<file path="src/rtl/spi_disp_pkg.sv">
// Shared definitions for the SPI display receiver: ST7789-style command
// codes and the parser state enumeration.
package spi_disp_pkg;

  localparam logic [7:0] CMD_CASET  = 8'h2A;
  localparam logic [7:0] CMD_RASET  = 8'h2B;
  localparam logic [7:0] CMD_RAMWR  = 8'h2C;
  localparam logic [7:0] CMD_RAMWRC = 8'h3C;

  typedef enum logic [2:0] {
    S_IDLE  = 3'd0,
    S_CASET = 3'd1,
    S_RASET = 3'd2,
    S_RAMWR = 3'd3,
    S_SKIP  = 3'd4
  } state_e;

endpackage

</file>
<file path="src/rtl/spi_disp_byte_rx.sv">
// SPI mode-0 byte receiver, oversampled in the clk_i domain.
// Ports:
//   clk_i, rst_i           system clock, synchronous active-high reset
//   sck_i, cs_i, mosi_i,   raw SPI pins (CS active low)
//   dc_i                   D/C pin, 0 = command (used only when USE_DC=1)
//   byte_valid_o           one-cycle strobe, byte_o/is_cmd_o valid with it
//   cs_rise_o              one-cycle pulse when CS deasserts
//   partial_o              with cs_rise_o: bits of an unfinished byte remain
module spi_disp_byte_rx #(
  parameter bit USE_DC = 1'b1
) (
  input  logic       clk_i,
  input  logic       rst_i,
  input  logic       sck_i,
  input  logic       cs_i,
  input  logic       mosi_i,
  input  logic       dc_i,
  output logic       byte_valid_o,
  output logic [7:0] byte_o,
  output logic       is_cmd_o,
  output logic       cs_rise_o,
  output logic       partial_o
);

  // [0] first sync FF, [1] synchronised, [2] one-cycle delayed copy
  logic [2:0] sck_q, cs_q, mosi_q, dc_q;
  logic [6:0] shift_q, shift_d;
  logic [2:0] cnt_q, cnt_d, cnt_edge_s;
  logic       first_q, first_d, first_edge_s;
  logic       byte_valid_d, is_cmd_d, cs_rise_d, partial_d;
  logic [7:0] byte_d;
  logic       sck_rise_s, cs_rise_s;

  assign sck_rise_s = sck_q[1] & ~sck_q[2];
  assign cs_rise_s  = cs_q[1] & ~cs_q[2];

  // Shift/count on SCK rise; a byte finishing on the CS-rise cycle still counts
  // because shifting is gated by the delayed CS, while the reset of the bit
  // counter uses the synchronised CS.
  always_comb begin
    shift_d      = shift_q;
    cnt_edge_s   = cnt_q;
    first_edge_s = first_q;
    byte_valid_d = 1'b0;
    byte_d       = byte_o;
    is_cmd_d     = is_cmd_o;
    if (sck_rise_s && !cs_q[2]) begin
      shift_d = {shift_q[5:0], mosi_q[2]};
      if (cnt_q == 3'd7) begin
        byte_valid_d = 1'b1;
        byte_d       = {shift_q, mosi_q[2]};
        is_cmd_d     = USE_DC ? ~dc_q[2] : first_q;
        first_edge_s = 1'b0;
        cnt_edge_s   = 3'd0;
      end else begin
        cnt_edge_s   = cnt_q + 3'd1;
      end
    end else begin
      shift_d = shift_q;
    end
    partial_d = cs_rise_s && (cnt_edge_s != 3'd0);
    cs_rise_d = cs_rise_s;
    cnt_d     = cs_q[1] ? 3'd0 : cnt_edge_s;
    first_d   = cs_q[1] ? 1'b1 : first_edge_s;
  end

  // Synchronisers and receiver state registers
  always_ff @(posedge clk_i) begin
    if (rst_i) begin
      sck_q        <= 3'b000;
      cs_q         <= 3'b111;
      mosi_q       <= 3'b000;
      dc_q         <= 3'b000;
      shift_q      <= 7'd0;
      cnt_q        <= 3'd0;
      first_q      <= 1'b1;
      byte_valid_o <= 1'b0;
      byte_o       <= 8'd0;
      is_cmd_o     <= 1'b0;
      cs_rise_o    <= 1'b0;
      partial_o    <= 1'b0;
    end else begin
      sck_q        <= {sck_q[1:0], sck_i};
      cs_q         <= {cs_q[1:0], cs_i};
      mosi_q       <= {mosi_q[1:0], mosi_i};
      dc_q         <= {dc_q[1:0], dc_i};
      shift_q      <= shift_d;
      cnt_q        <= cnt_d;
      first_q      <= first_d;
      byte_valid_o <= byte_valid_d;
      byte_o       <= byte_d;
      is_cmd_o     <= is_cmd_d;
      cs_rise_o    <= cs_rise_d;
      partial_o    <= partial_d;
    end
  end

endmodule

</file>
<file path="src/rtl/spi_disp_rx.sv">
// ST7789-style SPI display receiver: decodes CASET/RASET/RAMWR/RAMWRC,
// tracks the address window and emits pixels with X/Y coordinates.
// Ports:
//   i_clk, i_rst                    system clock, synchronous active-high reset
//   i_spi_clk/cs/mosi/dc            SPI pins (mode 0, CS active low)
//   o_pixel_data, o_pixel_x/_y      pixel (first byte in MSBs) and position,
//                                   held until the next o_pixel_en_pls
//   o_vsync_pls                     RAMWR decoded
//   o_abort_pls                     CS rose with a partial byte/pixel pending
module spi_disp_rx #(
  parameter bit USE_DC    = 1'b1,
  parameter int PIX_BYTES = 2,
  parameter int H_RES     = 480,
  parameter int V_RES     = 272,
  parameter int XW        = 9,
  parameter int YW        = 9
) (
  input  logic                   i_clk,
  input  logic                   i_rst,
  input  logic                   i_spi_clk,
  input  logic                   i_spi_cs,
  input  logic                   i_spi_mosi,
  input  logic                   i_spi_dc,
  output logic [8*PIX_BYTES-1:0] o_pixel_data,
  output logic [XW-1:0]          o_pixel_x,
  output logic [YW-1:0]          o_pixel_y,
  output logic                   o_pixel_en_pls,
  output logic                   o_vsync_pls,
  output logic                   o_abort_pls
);
  import spi_disp_pkg::*;

  localparam int             PW       = 8 * PIX_BYTES;
  localparam logic [15:0]    X_MAX16  = 16'(H_RES - 1);
  localparam logic [15:0]    Y_MAX16  = 16'(V_RES - 1);
  localparam logic [XW-1:0]  X_MAX    = XW'(H_RES - 1);
  localparam logic [YW-1:0]  Y_MAX    = YW'(V_RES - 1);
  localparam logic [1:0]     PIX_LAST = 2'(PIX_BYTES - 1);

  logic       rx_valid_s, rx_cmd_s, rx_cs_rise_s, rx_partial_s;
  logic [7:0] rx_byte_s;

  spi_disp_byte_rx #(.USE_DC(USE_DC)) u_byte_rx (
    .clk_i        (i_clk),
    .rst_i        (i_rst),
    .sck_i        (i_spi_clk),
    .cs_i         (i_spi_cs),
    .mosi_i       (i_spi_mosi),
    .dc_i         (i_spi_dc),
    .byte_valid_o (rx_valid_s),
    .byte_o       (rx_byte_s),
    .is_cmd_o     (rx_cmd_s),
    .cs_rise_o    (rx_cs_rise_s),
    .partial_o    (rx_partial_s)
  );

  state_e        state_q;
  logic [XW-1:0] xs_q, xe_q, x_q, xs_c_s, xe_c_s, xe_fix_s, x_adv_s;
  logic [YW-1:0] ys_q, ye_q, y_q, ys_c_s, ye_c_s, ye_fix_s, y_adv_s;
  logic [1:0]    par_cnt_q, pix_cnt_q;
  logic [23:0]   par_q;
  logic [PW-9:0] pix_buf_q;
  logic [PW-1:0] pix_word_s;
  logic [15:0]   start_raw_s, end_raw_s;
  logic          pix_pend_s, abort_s;

  // Window clamp/inversion fix, coordinate advance and abort detection
  always_comb begin
    start_raw_s = par_q[23:8];
    end_raw_s   = {par_q[7:0], rx_byte_s};
    xs_c_s   = (start_raw_s > X_MAX16) ? X_MAX : start_raw_s[XW-1:0];
    xe_c_s   = (end_raw_s > X_MAX16)   ? X_MAX : end_raw_s[XW-1:0];
    ys_c_s   = (start_raw_s > Y_MAX16) ? Y_MAX : start_raw_s[YW-1:0];
    ye_c_s   = (end_raw_s > Y_MAX16)   ? Y_MAX : end_raw_s[YW-1:0];
    xe_fix_s = (xe_c_s < xs_c_s) ? xs_c_s : xe_c_s;
    ye_fix_s = (ye_c_s < ys_c_s) ? ys_c_s : ye_c_s;
    pix_word_s = {pix_buf_q, rx_byte_s};
    if (x_q == xe_q) begin
      x_adv_s = xs_q;
      y_adv_s = (y_q == ye_q) ? ys_q : y_q + 1'b1;
    end else begin
      x_adv_s = x_q + 1'b1;
      y_adv_s = y_q;
    end
    // Pixel bytes still held after this cycle's byte (if any) is consumed
    if (rx_valid_s && rx_cmd_s) begin
      pix_pend_s = 1'b0;
    end else if (rx_valid_s && (state_q == S_RAMWR)) begin
      pix_pend_s = (pix_cnt_q != PIX_LAST);
    end else begin
      pix_pend_s = (pix_cnt_q != 2'd0);
    end
    abort_s = rx_cs_rise_s && (rx_partial_s || pix_pend_s);
  end

  // Parser FSM, window registers, address counters and registered outputs
  always_ff @(posedge i_clk) begin
    if (i_rst) begin
      state_q        <= S_IDLE;
      xs_q           <= '0;
      xe_q           <= X_MAX;
      ys_q           <= '0;
      ye_q           <= Y_MAX;
      x_q            <= '0;
      y_q            <= '0;
      par_cnt_q      <= 2'd0;
      par_q          <= 24'd0;
      pix_cnt_q      <= 2'd0;
      pix_buf_q      <= '0;
      o_pixel_data   <= '0;
      o_pixel_x      <= '0;
      o_pixel_y      <= '0;
      o_pixel_en_pls <= 1'b0;
      o_vsync_pls    <= 1'b0;
      o_abort_pls    <= 1'b0;
    end else begin
      o_pixel_en_pls <= 1'b0;
      o_vsync_pls    <= 1'b0;
      o_abort_pls    <= abort_s;
      if (rx_valid_s && rx_cmd_s) begin
        par_cnt_q <= 2'd0;
        pix_cnt_q <= 2'd0;
        case (rx_byte_s)
          CMD_CASET:  state_q <= S_CASET;
          CMD_RASET:  state_q <= S_RASET;
          CMD_RAMWR: begin
            state_q     <= S_RAMWR;
            o_vsync_pls <= 1'b1;
            x_q         <= xs_q;
            y_q         <= ys_q;
          end
          CMD_RAMWRC: state_q <= S_RAMWR;
          default:    state_q <= S_SKIP;
        endcase
      end else if (rx_valid_s) begin
        case (state_q)
          S_CASET, S_RASET: begin
            if (par_cnt_q == 2'd3) begin
              if (state_q == S_CASET) begin
                xs_q <= xs_c_s;
                xe_q <= xe_fix_s;
              end else begin
                ys_q <= ys_c_s;
                ye_q <= ye_fix_s;
              end
              par_cnt_q <= 2'd0;
              state_q   <= S_IDLE;
            end else begin
              par_q     <= {par_q[15:0], rx_byte_s};
              par_cnt_q <= par_cnt_q + 2'd1;
            end
          end
          S_RAMWR: begin
            pix_buf_q <= pix_word_s[PW-9:0];
            if (pix_cnt_q == PIX_LAST) begin
              pix_cnt_q      <= 2'd0;
              o_pixel_en_pls <= 1'b1;
              o_pixel_data   <= pix_word_s;
              o_pixel_x      <= x_q;
              o_pixel_y      <= y_q;
              x_q            <= x_adv_s;
              y_q            <= y_adv_s;
            end else begin
              pix_cnt_q <= pix_cnt_q + 2'd1;
            end
          end
          default: ;
        endcase
      end
      // Applied after the byte path so a byte completing with CS rise is kept
      if (rx_cs_rise_s) begin
        pix_cnt_q <= 2'd0;
        if (!USE_DC) begin
          state_q   <= S_IDLE;
          par_cnt_q <= 2'd0;
        end
      end
    end
  end

endmodule

</file>
<file path="config.mk">
export PLATFORM = sky130hd
export DESIGN_NAME = spi_disp_rx
export DESIGN_NICKNAME = d
export VERILOG_FILES = /design/src/rtl/spi_disp_pkg.sv /design/src/rtl/spi_disp_byte_rx.sv /design/src/rtl/spi_disp_rx.sv
export SDC_FILE = /design/constraint.sdc
export NUM_CORES = 1
export LEC_CHECK = 0
export CORE_UTILIZATION = 55
export CTS_BUF_LIST = sky130_fd_sc_hd__clkbuf_8
export DETAILED_ROUTE_END_ITERATION = 6
export HOLD_SLACK_MARGIN = 0.15
export PLACE_DENSITY = 0.82
export SYNTH_ARGS = -nofsm -noshare
export SYNTH_HDL_FRONTEND = slang
export SYNTH_SLANG_ARGS = --single-unit
</file>
<file path="constraint.sdc">
create_clock -name i_clk -period 4.15 [get_ports i_clk]
set_clock_uncertainty 0.1 [all_clocks]
set_input_delay 0.415 -clock i_clk [delete_from_list [all_inputs] [get_ports i_clk]]
set_output_delay 0.415 -clock i_clk [all_outputs]
set_load 0.005 [all_outputs]
</file>
### Word-level counts from Yosys, hierarchy flattened

Cells that the tools add are included.

* bitwise logic cells: 11
* add/sub/neg operators: 5
* mux-type cells: 33
* eq/ne operators: 14
* reductions and logical operators: 34
* $lt $le $gt $ge: 6

Operators with widths (number)
* $mux 9: 19
* $gt 16x9->1 const B: 4
* $eq 8x6->1 const B: 4
* $add 9x1->9 const B: 2
* $eq 9x9->1: 2
* $lt 9x9->1: 2
* $mux 3: 6
* $reduce_and 5->1: 3
* $reduce_bool 2->1: 7
* $reduce_and 4->1: 3
* $reduce_or 2->1: 6
* $not 1->1: 9
* $pmux 3 s3: 1
* $eq 3x2->1 const B: 2
* $reduce_and 2->1: 3
* $reduce_and 3->1: 2
* $logic_and 1x1->1: 5
* $mux 1: 5
* $add 2x1->2 const B: 2
* $mux 2: 2
* $ne 2x1->1 const B: 2
* $reduce_or 4->1: 1
* $add 3x1->3 const B: 1
* $eq 3x1->1 const B: 1
* other kinds (8): 9

* bits of input ports: 6
* flip-flop bits (word level): 164
* logic and storage cells: 131

### Depth between registers and ports, before layout

* depth after elaboration: 7
* gate-level depth with buffers: 13

### Modules after synthesis

A second synthesis with hierarchy kept.

* cells, all modules: 863
* area total of the unflattened synthesis: 7425.9 um^2

By module, submodules not included
* spi_disp_rx: instances 1, area an instance 6281.0 um^2, cells each 742
* spi_disp_byte_rx: instances 1, area an instance 1144.8 um^2, cells each 121

### Least setup slack after synthesis

OpenSTA, ideal clock, no wires.

* path type: register to register
* start point: register par_q[20]
* end point: register xe_q[6]
* data arrival time: 3.145 ns
* setup time: 0.122 ns
* required time: 3.928 ns
* path slack: 0.784 ns
* stages on the path, launching flop included: 11
* buffers on the path: 1
* cells stage by stage: dfxtp_1 > or4_4 > or3_1 > nor2_1 > ha_1 > and4_1 > a221oi_1 > and2_1 > buf_2 > a21oi_1 > a221o_1

* word-level cells in the longest chain between the ends: 4

Ends and longest elaborated chain
* start, declared: RTL line spi_disp_rx.sv:61 `logic [23:0] par_q;`
* start signal, assigned: RTL line spi_disp_rx.sv:149 `par_q <= {par_q[15:0], rx_byte_s};`
* $gt 16x9->1 (*): RTL line spi_disp_rx.sv:71 `xs_c_s = (start_raw_s > X_MAX16) ? X_MAX : start_raw_s[XW-1:0];`
* $mux 9 (*): RTL line spi_disp_rx.sv:71
* $lt 9x9->1: RTL line spi_disp_rx.sv:75 `xe_fix_s = (xe_c_s < xs_c_s) ? xs_c_s : xe_c_s;`
* $mux 9 (*): RTL line spi_disp_rx.sv:75
* end signal, assigned: RTL line spi_disp_rx.sv:141 `xe_q <= xe_fix_s;`
* end, declared: RTL line spi_disp_rx.sv:58 `logic [XW-1:0] xs_q, xe_q, x_q, xs_c_s, xe_c_s, xe_fix_s, x_adv_s;`

Mark *: on every way between the ends. The rest lies on a longest branch, timed or not.
A chain may end at the register's enable or synchronous reset.

### Worst setup path after layout

* start point: register par_q[20]
* end point: register ye_q[6]

* word-level cells in the longest chain between the ends: 4

Ends and longest elaborated chain
* $gt 16x9->1 (*): RTL line spi_disp_rx.sv:73 `ys_c_s = (start_raw_s > Y_MAX16) ? Y_MAX : start_raw_s[YW-1:0];`
* $mux 9 (*): RTL line spi_disp_rx.sv:73
* $lt 9x9->1: RTL line spi_disp_rx.sv:76 `ye_fix_s = (ye_c_s < ys_c_s) ? ys_c_s : ye_c_s;`
* $mux 9 (*): RTL line spi_disp_rx.sv:76
* end signal, assigned: RTL line spi_disp_rx.sv:144 `ye_q <= ye_fix_s;`
* end, declared: RTL line spi_disp_rx.sv:59 `logic [YW-1:0] ys_q, ye_q, y_q, ys_c_s, ye_c_s, ye_fix_s, y_adv_s;`

Marked as above.

==> impl_metrics.py <==
metrics = {
    "power_and_ir_drop": {
        "p_per_area_mw_per_mm2": 341,
        "irDropWorstVdd_mv": 0.267,
        "power.leakage_nw": 2.90,
    },
    "clock_tree": {
        "clk-insertion-delay-late_ns": 0.46,
        "clock_path_buffers": 2,
        "hold_buffers": 0,
        "post_cts_buffers": 0,
        "clk_transition_reported_paths_ns": 0.08,
        "clockRootBuffer": "clkbuf_8",
        "cts_max_level": 4,
        "post_cts_resized": 0,
        "cts.sinks": 164,
        "cts_tree": "done",
        "numCtsBuffers": 17,
    },
    "timing": {
        "relSlewSlack": 0.274,
        "slew_viol_final": 0,
        "clock.fmax_mhz": 265,
        "hold_viol_final": 0,
        "rsz0062_at_grt": "false",
        "setup_viol": 0,
        "post-route-min-period_ns": 3.78,
        "period_share": 0.910,
        "worst_pin_slew_ns": 1.09,
        "tns_ns": 0,
    },
    "global_routing": {
        "antenna_found_initial": 0,
        "grt_pass1_wl_um": 26800,
        "grt_pass1_vias": 5586,
        "grt_usage": 0.240,
        "grt-ovfl-total": 0,
        "grt_max_degree": 66,
    },
    "synth": {
        "synthFlopType": "dfxtp_1",
        "synth_common_cells": "dfxtp_1 (164), nand2_1 (137), nor2_1 (102), a21oi_1 (90), clkbuf_1 (40)",
        "synth.net_count": 893,
        "yosys_warnings": 0,
        "synthTopCellsByArea": "dfxtp_1 (45%), nand2_1 (7.0%), a21oi_1 (6.1%), nor2_1 (5.2%), mux2i_1 (4.9%)",
        "syn-instance-count": 866,
        "yosysMostFrequentCell": "dfxtp_1",
        "async_reset_ff_frac": 0,
        "netlist.area_leader.share": 0.446,
        "synth-edff-count": 0,
        "syn_avg_cell_area_um2": 8.49,
        "synth_cell_types": 65,
        "synth_seq_cells": 164,
        "yosysTopAreaCell": "dfxtp_1",
        "synth-seq-area-share": 0.446,
        "synthesis.area_mm2": 0.00735,
    },
    "critical_path": {
        "r2r_end": "ye_q[6]$_SDFFE_PP0P_",
        "cp.required_ns": 4.43,
        "r2r-start": "par_q[20]$_SDFFE_PP0P_",
        "rr_worst_depth": 9,
        "crit_start": "par_q[20]$_SDFFE_PP0P_",
        "cp-start-kind": "register",
        "cp-endpoint": "ye_q[6]$_SDFFE_PP0P_",
        "critPathMaxFanout": 11,
        "critPathCaptureType": "register",
        "path_class": "reg2reg",
        "rrSetupSlack_ns": 0.37,
        "cp.arrival_ns": 4.05,
    },
    "detailed_routing": {
        "wl_per_cell_um": 15.2,
        "drc": 0,
        "postRouteAntennaNets": 0,
        "via_per_inst": 5.73,
        "drtPass1Iterations": 7,
        "wirelength_um": 16200,
        "vias": 6126,
        "dr.first_iter.drc_count": 602,
    },
    "cells_and_area": {
        "antennaDiodeCount": 0,
        "multi_input_area_mm2": 0.00382,
        "nets": 913,
        "drive_gt1_frac": 0.0802,
        "seqCellArea_mm2": 0.00328,
        "finish.utilization": 0.647,
        "synthToLayoutAreaGrowth_pct": 12.8,
        "fillCellCount": 1084,
    },
    "floorplanning": {
        "num_rows": 41,
        "die_w_um": 118,
        "initial_utilization": 0.573,
        "die_y_um": 118,
        "core_mm2": 0.0128,
        "dieArea_mm2": 0.0138,
        "ioPinCount": 43,
    },
    "run": {
        "cap_violations": 0,
    },
    "worst_hold_path": {
        "holdCritPathClass": "reg2reg",
        "hold_depth": 1,
    },
    "placed_design": {
        "routabilityCongestion": 0.923,
        "dp_hpwl_um": 11300,
        "io_buffers": 42,
    },
    "status": {
        "status": "finished, final reports clean",
    },
}
cells by family (layout without fill, tap and decap cells):
kind of cell | Yosys count | count (layout) | share of synthesized area
muxes | 40 | 40 | 0.0551
adders and majority gates | 21 | 21 | 0.0357
buffers and inverters | 64 | 96 | 0.0347
DFF | 164 | 164 | 0.446
AOI/OAI and AO/OA | 183 | 183 | 0.156
xor gates and xnor gates | 19 | 19 | 0.0226
and+or+nand+nor | 375 | 375 | 0.249
layout by cell type (no fill, tap or decap), types with 18 or more instances in the layout:
cell             count
mux2i_1             36
ha_1                21
clkbuf_8            18
xnor2_1             18
nor3_1              21
clkdlybuf4s50_1     41
nor2b_1             20
nor2_1             102
nand3_1             18
nand2_1            137
a21oi_1             90
dfxtp_1            164
state kept, by name, indices dropped and copies added, names as in the netlist, 7 cells and up:
name	cells
par_q	24
u_byte_rx.shift_q	7
ys_q	9
o_pixel_data	16
pix_buf_q	8
y_q	9
o_pixel_x	9
xs_q	9
xe_q	9
x_q	9
u_byte_rx.byte_o	8
ye_q	9
o_pixel_y	9
worst max-delay path: stages (launching register included):
cell      delay (ns)
dfxtp_1         0.33
or4_4           0.57
or3_1           0.46
nor2_1          0.32
ha_1            0.32
and4_1          0.22
a221oi_1        0.49
and2_1          0.47
nand3_1         0.13
a311oi_1        0.28
per-layer routing:
metal | global-route usage | part of all wire | vias up
met5 | 0 | 0 | -
met2 | 0.381 | 0.46 | 138
li1 | - | - | 3056
met3 | 0.0538 | 0.045 | 28
met4 | 0.0986 | 0.022 | 0
met1 | 0.315 | 0.47 | 2904
cell type report:
| type | instances | share of cell area |
|---|---|---|
| Tap cell | 172 | 0.0259 |
| Inverter | 11 | 0.00498 |
| Sequential cell | 164 | 0.396 |
| Clock inverter | 13 | 0.0204 |
| Multi-Input combinational cell | 638 | 0.460 |
| Timing Repair Buffer | 54 | 0.0627 |
| Clock buffer | 18 | 0.0299 |
report_power, final:
group          total (mW)  internal (mW)  switching (mW)
combinational      0.0398         0.0122          0.0276
sequential           1.58           1.58         0.00311
clock                1.21          0.657           0.550
metrics by stage:
| stage | cells | hold slack [ns] | power, mW | setup slack (ns) | instance area (µm²) |
|---|---|---|---|---|---|
| finish | 1070 | 0.313 | 2.83 | 0.373 | 8300 |
| global route | 1070 | 0.329 | 2.91 | 0.204 | 8300 |
| CTS | 1070 | 0.315 | 2.85 | 0.408 | 8300 |
| detailed placement | 1039 | 0.296 | 1.66 | 0.430 | 7880 |
| global placement | 1039 | 0.296 | 1.66 | 0.584 | 7880 |
| floorplan | 866 | 0.289 | 1.65 | 0.784 | 7350 |
how the worst min path moves through the flow:
stage / startpoint / to
finish: u_byte_rx.cs_q[0]$_SDFF_PP1_ / u_byte_rx.cs_q[1]$_SDFF_PP1_
global route: u_byte_rx.cs_q[0]$_SDFF_PP1_ / u_byte_rx.cs_q[1]$_SDFF_PP1_
CTS: u_byte_rx.cs_q[0]$_SDFF_PP1_ / u_byte_rx.cs_q[1]$_SDFF_PP1_
detailed placement: u_byte_rx.cs_q[0]$_SDFF_PP1_ / u_byte_rx.cs_q[1]$_SDFF_PP1_
global placement: u_byte_rx.cs_q[0]$_SDFF_PP1_ / u_byte_rx.cs_q[1]$_SDFF_PP1_
floorplan: u_byte_rx.cs_q[0]$_SDFF_PP1_ / u_byte_rx.cs_q[1]$_SDFF_PP1_
Note: power is estimated with default switching activity, not from simulation.
